==> config.mk <==
export PLATFORM = sky130hd
export DESIGN_NAME = if_stage_flat
export DESIGN_NICKNAME = d
export VERILOG_FILES = /design/src/rtl/if_stage_if.sv /design/src/rtl/if_stage.sv /design/src/flat_wrapper.sv
export SDC_FILE = /design/constraint.sdc
export NUM_CORES = 1
export LEC_CHECK = 0
export BUFFER_PORTS_ARGS = -buffer_cell sky130_fd_sc_hd__buf_2
export CORE_ASPECT_RATIO = 1.4
export CORE_MARGIN = 4
export CORE_UTILIZATION = 30
export CTS_BUF_LIST = sky130_fd_sc_hd__clkbuf_8
export CTS_CLUSTER_SIZE = 16
export DETAILED_ROUTE_END_ITERATION = 10
export SLEW_MARGIN = 20
export SYNTH_ARGS = -nofsm -noshare
export SYNTH_HDL_FRONTEND = slang
export SYNTH_SLANG_ARGS = --single-unit
==> constraint.sdc <==
create_clock -name clk -period 22.4 [get_ports clk]
set_input_delay 2.24 -clock clk [delete_from_list [all_inputs] [get_ports clk]]
set_output_delay 2.24 -clock clk [all_outputs]
set_load 0.05 [all_outputs]
==> src/rtl/if_stage_if.sv <==
// Fetch-stage bus bundle: instruction-memory req/ack port, EX redirect, and the valid/stall port to ID.
// The master modport is the fetch stage; the slave modport is memory, EX and ID seen as one peer.
interface if_stage_if;
  logic        o_imem_req;
  logic [31:0] o_imem_addr;
  logic        i_imem_ack;
  logic [31:0] i_imem_rdata;
  logic        i_redirect;
  logic [31:0] i_redirect_pc;
  logic        i_stall;
  logic        o_valid;
  logic [31:0] o_instr;
  logic [31:0] o_pc;

  modport master (
    output o_imem_req, o_imem_addr, o_valid, o_instr, o_pc,
    input  i_imem_ack, i_imem_rdata, i_redirect, i_redirect_pc, i_stall
  );

  modport slave (
    input  o_imem_req, o_imem_addr, o_valid, o_instr, o_pc,
    output i_imem_ack, i_imem_rdata, i_redirect, i_redirect_pc, i_stall
  );
endinterface

==> src/rtl/if_stage.sv <==
// RV32I instruction fetch: one outstanding imem request, small fetch FIFO to ID, EX redirect flush.
// Optional macro IF_STATIC_JAL_PREDICT_EN: predecode JAL on kept acks and fetch its target next.
module if_stage #(
  parameter logic [31:0] RESET_PC   = 32'h0000_0000,
  parameter int          FIFO_DEPTH = 2
) (
  input logic        clk,
  input logic        rst_n,
  if_stage_if.master bus
);
  localparam int          PTR_W = $clog2(FIFO_DEPTH);
  localparam int          CNT_W = PTR_W + 1;
  localparam logic [31:0] NOP   = 32'h0000_0013;

  typedef enum logic [1:0] {S_IDLE, S_BUSY, S_DROP} state_t;

  state_t           r_state, w_state_next;
  logic [31:0]      r_fetch_pc, w_fetch_pc_next;
  logic [31:0]      r_addr, w_addr_next;
  logic [31:0]      r_last_pc;
  logic [CNT_W-1:0] r_count, w_count_next;
  logic [PTR_W-1:0] r_rd_ptr, r_wr_ptr;
  logic [31:0]      r_buf_instr [FIFO_DEPTH];
  logic [31:0]      r_buf_pc    [FIFO_DEPTH];

  logic        w_push, w_pop, w_space, w_valid;
  logic [31:0] w_redirect_pc, w_seq_pc;

  assign w_redirect_pc = {bus.i_redirect_pc[31:2], 2'b00};
  assign w_valid       = (r_count != '0);
  assign w_push        = (r_state == S_BUSY) && bus.i_imem_ack && !bus.i_redirect;
  assign w_pop         = w_valid && !bus.i_stall && !bus.i_redirect;

  always_comb begin
    w_count_next = r_count + CNT_W'(w_push) - CNT_W'(w_pop);
    if (bus.i_redirect)
      w_count_next = '0;
  end

  // Room for one more in-flight word after this cycle's push/pop
  assign w_space = (w_count_next < CNT_W'(FIFO_DEPTH));

`ifdef IF_STATIC_JAL_PREDICT_EN
  logic [31:0] w_jal_imm;
  assign w_jal_imm = {{12{bus.i_imem_rdata[31]}}, bus.i_imem_rdata[19:12],
                      bus.i_imem_rdata[20], bus.i_imem_rdata[30:21], 1'b0};
  assign w_seq_pc  = (bus.i_imem_rdata[6:0] == 7'b1101111) ? r_addr + w_jal_imm
                                                            : r_addr + 32'd4;
`else
  assign w_seq_pc  = r_addr + 32'd4;
`endif

  always_comb begin
    w_state_next    = r_state;
    w_fetch_pc_next = r_fetch_pc;
    w_addr_next     = r_addr;
    unique case (r_state)
      S_IDLE: begin
        if (bus.i_redirect) begin
          w_state_next    = S_BUSY;
          w_addr_next     = w_redirect_pc;
          w_fetch_pc_next = w_redirect_pc;
        end else if (w_space) begin
          w_state_next = S_BUSY;
          w_addr_next  = r_fetch_pc;
        end
      end
      S_BUSY: begin
        if (bus.i_redirect && bus.i_imem_ack) begin
          w_addr_next     = w_redirect_pc;
          w_fetch_pc_next = w_redirect_pc;
        end else if (bus.i_redirect) begin
          // Address must hold until the memory acks the abandoned request
          w_state_next    = S_DROP;
          w_fetch_pc_next = w_redirect_pc;
        end else if (bus.i_imem_ack) begin
          w_fetch_pc_next = w_seq_pc;
          w_addr_next     = w_seq_pc;
          w_state_next    = w_space ? S_BUSY : S_IDLE;
        end
      end
      S_DROP: begin
        if (bus.i_redirect && bus.i_imem_ack) begin
          w_state_next    = S_BUSY;
          w_addr_next     = w_redirect_pc;
          w_fetch_pc_next = w_redirect_pc;
        end else if (bus.i_redirect) begin
          w_fetch_pc_next = w_redirect_pc;
        end else if (bus.i_imem_ack) begin
          w_state_next = S_BUSY;
          w_addr_next  = r_fetch_pc;
        end
      end
      default: w_state_next = S_IDLE;
    endcase
  end

  always_ff @(posedge clk or negedge rst_n) begin
    if (!rst_n) begin
      r_state    <= S_IDLE;
      r_fetch_pc <= RESET_PC;
      r_addr     <= RESET_PC;
    end else begin
      r_state    <= w_state_next;
      r_fetch_pc <= w_fetch_pc_next;
      r_addr     <= w_addr_next;
    end
  end

  always_ff @(posedge clk or negedge rst_n) begin
    if (!rst_n) begin
      r_count   <= '0;
      r_rd_ptr  <= '0;
      r_wr_ptr  <= '0;
      r_last_pc <= RESET_PC;
    end else begin
      r_count <= w_count_next;
      if (bus.i_redirect) begin
        r_rd_ptr <= '0;
        r_wr_ptr <= '0;
      end else begin
        if (w_push)
          r_wr_ptr <= r_wr_ptr + PTR_W'(1);
        if (w_pop) begin
          r_rd_ptr  <= r_rd_ptr + PTR_W'(1);
          r_last_pc <= r_buf_pc[r_rd_ptr];
        end
      end
    end
  end

  // Storage needs no reset: entries are only read while counted valid
  always_ff @(posedge clk) begin
    if (w_push) begin
      r_buf_instr[r_wr_ptr] <= bus.i_imem_rdata;
      r_buf_pc[r_wr_ptr]    <= r_addr;
    end
  end

  assign bus.o_imem_req  = (r_state != S_IDLE);
  assign bus.o_imem_addr = r_addr;
  assign bus.o_valid     = w_valid;
  assign bus.o_instr     = w_valid ? r_buf_instr[r_rd_ptr] : NOP;
  assign bus.o_pc        = w_valid ? r_buf_pc[r_rd_ptr] : r_last_pc;
endmodule

==> src/flat_wrapper.sv <==
// flat-port wrapper written by rule: the top's interface ports become plain ports
module if_stage_flat 
#(
  parameter logic [31:0] RESET_PC   = 32'h0000_0000,
  parameter int          FIFO_DEPTH = 2
)
  (clk, rst_n, bus_o_imem_req, bus_o_imem_addr, bus_o_valid, bus_o_instr, bus_o_pc, bus_i_imem_ack, bus_i_imem_rdata, bus_i_redirect, bus_i_redirect_pc, bus_i_stall);
  if_stage_if bus_i ();
  input logic clk;
  input logic rst_n;
  output wire logic [$bits(bus_i.o_imem_req)-1:0] bus_o_imem_req;
  output wire logic [$bits(bus_i.o_imem_addr)-1:0] bus_o_imem_addr;
  output wire logic [$bits(bus_i.o_valid)-1:0] bus_o_valid;
  output wire logic [$bits(bus_i.o_instr)-1:0] bus_o_instr;
  output wire logic [$bits(bus_i.o_pc)-1:0] bus_o_pc;
  input wire logic [$bits(bus_i.i_imem_ack)-1:0] bus_i_imem_ack;
  input wire logic [$bits(bus_i.i_imem_rdata)-1:0] bus_i_imem_rdata;
  input wire logic [$bits(bus_i.i_redirect)-1:0] bus_i_redirect;
  input wire logic [$bits(bus_i.i_redirect_pc)-1:0] bus_i_redirect_pc;
  input wire logic [$bits(bus_i.i_stall)-1:0] bus_i_stall;
  assign bus_o_imem_req = bus_i.o_imem_req;
  assign bus_o_imem_addr = bus_i.o_imem_addr;
  assign bus_o_valid = bus_i.o_valid;
  assign bus_o_instr = bus_i.o_instr;
  assign bus_o_pc = bus_i.o_pc;
  assign bus_i.i_imem_ack = bus_i_imem_ack;
  assign bus_i.i_imem_rdata = bus_i_imem_rdata;
  assign bus_i.i_redirect = bus_i_redirect;
  assign bus_i.i_redirect_pc = bus_i_redirect_pc;
  assign bus_i.i_stall = bus_i_stall;
  if_stage #(.RESET_PC(RESET_PC), .FIFO_DEPTH(FIFO_DEPTH)) u_core (.clk(clk), .rst_n(rst_n), .bus(bus_i));
endmodule
==> flow_summary.toml <==
[outcome]
outcome = "completed"

[die]
floorplan.initialDensity_pct = 30.6
number_of_standard_cell_rows_in_the_floorplan = 84
die_w_microns = 174
die_h_microns = 240
die-area_sq_mm = 0.0417
io_pins = 167
core_region_area_sq_mm = 0.0377

[critical_path]
startpoint_kind_of_the_worst_setup_timing_path = "input port"
regToRegStartpoint = "u_core.r_state[1]"
timing.critical_path.arrival_ns = 5.52
critical_path.startpoint = "bus_i_redirect"
cp_data_required_time_ns = 22.83
crit_path_end_kind = "register"
path_class = "in2reg"
timing.reg2reg.worst_path_depth = 12
r2r_end = "u_core.bus.o_imem_addr[17]"
reg2reg_setup_slack_ns = 18.07
critPathMaxFanout = 45

[route]
finalWirelength_mm = 34.5
post-route-drc-count = 0
detailroute.via_count = 9424
detailedRoute.firstIterationViolations = 602
post_drt_via_cell_ratio = 5.44
wire_per_inst_microns = 19.9
antenna_violating_nets_post_route = 0
drt_pre_antenna_iters = 6

[global_routing]
first_global_vias = 9225
grt_overflow_total = 0
grt.total_usage_pct = 16.1
grt_start_max_net_pins = 69
grt_pass1_wl_mm = 53.3
antenna_violations_before_repair = 10

[timing]
maxClockFrequency_mhz = 197
timing.slew.headroom_pct = 29.7
min_period_ns = 5.09
clock_skew_ns = 0.0248
timing_worst_slew_pin_value_ns = 1.05
final-setup-viol-count = 0
report.final.slew_viol_count = 0
rsz_0062_raised_after_global_routing = "false"
finalHoldViolations = 0
timing.final.crit_share_pct = 22.7
setup_tns_ns = 0

[clocking]
max-clock-path-buffers = 3
cts.sinks = 230
tritoncts = "yes"
cts_hold_buffers = 0
htree_num_levels = 2
cts-buffers-inserted = 37
cts.clk_slew.worst_paths_ns = 0.06
count_of_buffers_added_by_post_cts_timing_repair_for_setup = 0
clock_insertion_delay_worst_skew_ns = 0.54
post_cts_resized = 0
clock-root-buffer = "sky130_fd_sc_hd__clkbuf_8"

[cells_and_area]
layout.filler_cells = 3730
layout_cells_sized_above_1_pct = 20.9
register_area_sq_mm = 0.00640
finalNetCount = 1308
final_cell_mix = "sky130_fd_sc_hd__buf_2 (163), sky130_fd_sc_hd__nor2_1 (144), sky130_fd_sc_hd__edfxtp_1 (128), sky130_fd_sc_hd__a21oi_1 (110), sky130_fd_sc_hd__dfrtp_1 (101)"
final_common_cell = "sky130_fd_sc_hd__buf_2"
syn2layout_area_growth_pct = 16.9
multiInputGateArea_sq_mm = 0.00474

[synth]
synth_cells = 1093
yosys_register_bits = 230
synthesis.nets = 1169
synth_enable_flop_cells = 128
yosys.cell_types.count = 74
synth_area_per_inst_sq_um = 10.5
synth-warning-count = 0
yosys_most_used_dff = "sky130_fd_sc_hd__edfxtp_1"
synth-seq-area-share_pct = 55.5
synthesis.area_sq_mm = 0.0115
synthArstFlopShare_pct = 44.3

[flow_run]
max_cap_violations = 0

[placed_design]
dp.final_hpwl_mm = 22.6
gp_routability_congestion = 0.827
io_buffer_count = 164

[power_and_ir_drop]
report.power.total_mw = 2.18
ir_worst_vdd_uv = 82.4
reported_leakage_power_nw = 5.21
power.density_cell_area_mw_per_mm2 = 161

[min_path]
hold_path_end = "u_core.r_fetch_pc[0]"
min-delay-start = "u_core.r_fetch_pc[0]"
min-delay-path-class = "reg2reg"
min_delay_path_depth = 1
-- report_power, final --
part	internal [mW]	switching, mW	leakage [nW]
Combinational	0.313	0.818	2.38
Clock	0.192	0.165	0.405
Sequential	0.572	0.117	2.42
Total	1.08	1.10	5.21
-- final cells by class --
type                            instances  area share [%]
Clock inverter                         26            1.36
Tap cell                              473            4.39
Sequential cell                       230            47.5
Clock buffer                           38            3.88
Timing Repair Buffer                  183            7.17
Inverter                               18           0.501
Antenna cell                            3          0.0557
Multi-Input combinational cell        762            35.2
-- cells by family (layout without fill, tap and decap cells) --
| logic type | count (synthesis) | in the layout | synth area share (%) |
|---|---|---|---|
| AO/OA/AOI/OAI | 344 | 344 | 18.3 |
| flip-flops | 230 | 230 | 55.5 |
| AND/OR/NAND/NOR | 300 | 300 | 12.3 |
| other | 0 | 3 | 0 |
| adder cells (fa/ha/maj) | 7 | 7 | 0.760 |
| XOR/XNOR | 25 | 25 | 2.02 |
| multiplexers | 86 | 86 | 7.57 |
| buffers and inverters | 101 | 265 | 3.62 |
-- worst max-delay path, stage by stage --
cell and delay (ns):
sky130_fd_sc_hd__buf_2 0.08, sky130_fd_sc_hd__buf_4 0.40, sky130_fd_sc_hd__nor3_2 0.11, sky130_fd_sc_hd__ha_1 0.29
sky130_fd_sc_hd__inv_1 0.04, sky130_fd_sc_hd__ha_1 0.19, sky130_fd_sc_hd__xnor3_1 0.47, sky130_fd_sc_hd__nor3_1 0.11
sky130_fd_sc_hd__or3_2 0.90, sky130_fd_sc_hd__or3_1 0.49, sky130_fd_sc_hd__o211ai_1 0.18
-- per-layer routing --
| metal | vias to the layer above | routed length, microns | track usage (%) |
|---|---|---|---|
| met5 | - | 112 | 0 |
| met4 | 16 | 1870 | 9.24 |
| met3 | 117 | 2390 | 4.17 |
| met2 | 344 | 16600 | 26.8 |
| met1 | 4587 | 13500 | 18.9 |
| li1 | 4360 | - | - |
-- how the worst max path moves through the flow --
stage | end | slack [ns] | cells past startpoint
3_5_place_dp | u_core.bus.o_imem_addr[28] | 16.76 | 11
5_1_grt | u_core.bus.o_imem_addr[28] | 17.17 | 11
4_1_cts | bus_o_pc[6] | 17.29 | 4
6_report | u_core.bus.o_imem_addr[28] | 17.31 | 11
2_1_floorplan | u_core.r_buf_instr[0][0] | 12.61 | 5
3_3_place_gp | u_core.bus.o_imem_addr[28] | 16.82 | 11
-- stage by stage --
stage               area, sq um  hold WS, ns  worst slack (ns)  util, %  std cells
global route              13500        0.521             17.17     35.7       1732
floorplan                 11500        0.466             12.61        -       1093
CTS                       13500        0.498             17.29     35.7       1730
global placement          12800        0.473             16.82     33.8       1666
finish                    13500        0.498             17.31     35.7       1733
detailed placement        12800        0.484             16.76     33.8       1666
-- cell usage after synthesis (5+ instances only) --
cell type | number | area [sq um]
sky130_fd_sc_hd__nor2_1 | 145 | 544
sky130_fd_sc_hd__edfxtp_1 | 128 | 3840
sky130_fd_sc_hd__a21oi_1 | 110 | 551
sky130_fd_sc_hd__dfrtp_1 | 102 | 2550
sky130_fd_sc_hd__mux2i_1 | 76 | 761
sky130_fd_sc_hd__nand2_1 | 74 | 278
sky130_fd_sc_hd__o21ai_0 | 58 | 290
sky130_fd_sc_hd__clkbuf_1 | 52 | 195
sky130_fd_sc_hd__o22ai_1 | 34 | 213
sky130_fd_sc_hd__a31oi_1 | 28 | 175
sky130_fd_sc_hd__o21ai_1 | 22 | 110
sky130_fd_sc_hd__buf_2 | 19 | 95.1
sky130_fd_sc_hd__nor3_1 | 15 | 75.1
sky130_fd_sc_hd__inv_1 | 14 | 52.6
sky130_fd_sc_hd__nand3_1 | 13 | 65.1
sky130_fd_sc_hd__xor2_1 | 13 | 114
sky130_fd_sc_hd__xnor2_1 | 11 | 96.3
sky130_fd_sc_hd__a211oi_1 | 10 | 75.1
sky130_fd_sc_hd__buf_1 | 9 | 33.8
sky130_fd_sc_hd__mux2_2 | 9 | 101
sky130_fd_sc_hd__o211ai_1 | 9 | 67.6
sky130_fd_sc_hd__o21a_1 | 8 | 60.1
sky130_fd_sc_hd__a22oi_1 | 7 | 52.6
sky130_fd_sc_hd__ha_1 | 7 | 87.6
sky130_fd_sc_hd__nand4_1 | 7 | 43.8
sky130_fd_sc_hd__nor2b_1 | 7 | 43.8
sky130_fd_sc_hd__a22o_1 | 6 | 52.6
sky130_fd_sc_hd__and2_1 | 5 | 31.3
sky130_fd_sc_hd__nand2b_1 | 5 | 31.3
sky130_fd_sc_hd__o31ai_1 | 5 | 37.5
-- sequential cells by signal (all words and copies together) (netlist names) --
register / flops
u_core.r_wr_ptr: 1
u_core.r_rd_ptr: 1
u_core.r_count: 2
u_core.r_fetch_pc: 32
u_core.bus.o_imem_addr: 32
u_core.r_buf_instr: 64
u_core.r_state: 2
u_core.r_last_pc: 32
u_core.r_buf_pc: 64
No activity file was read; power rests on OpenSTA's default activity.
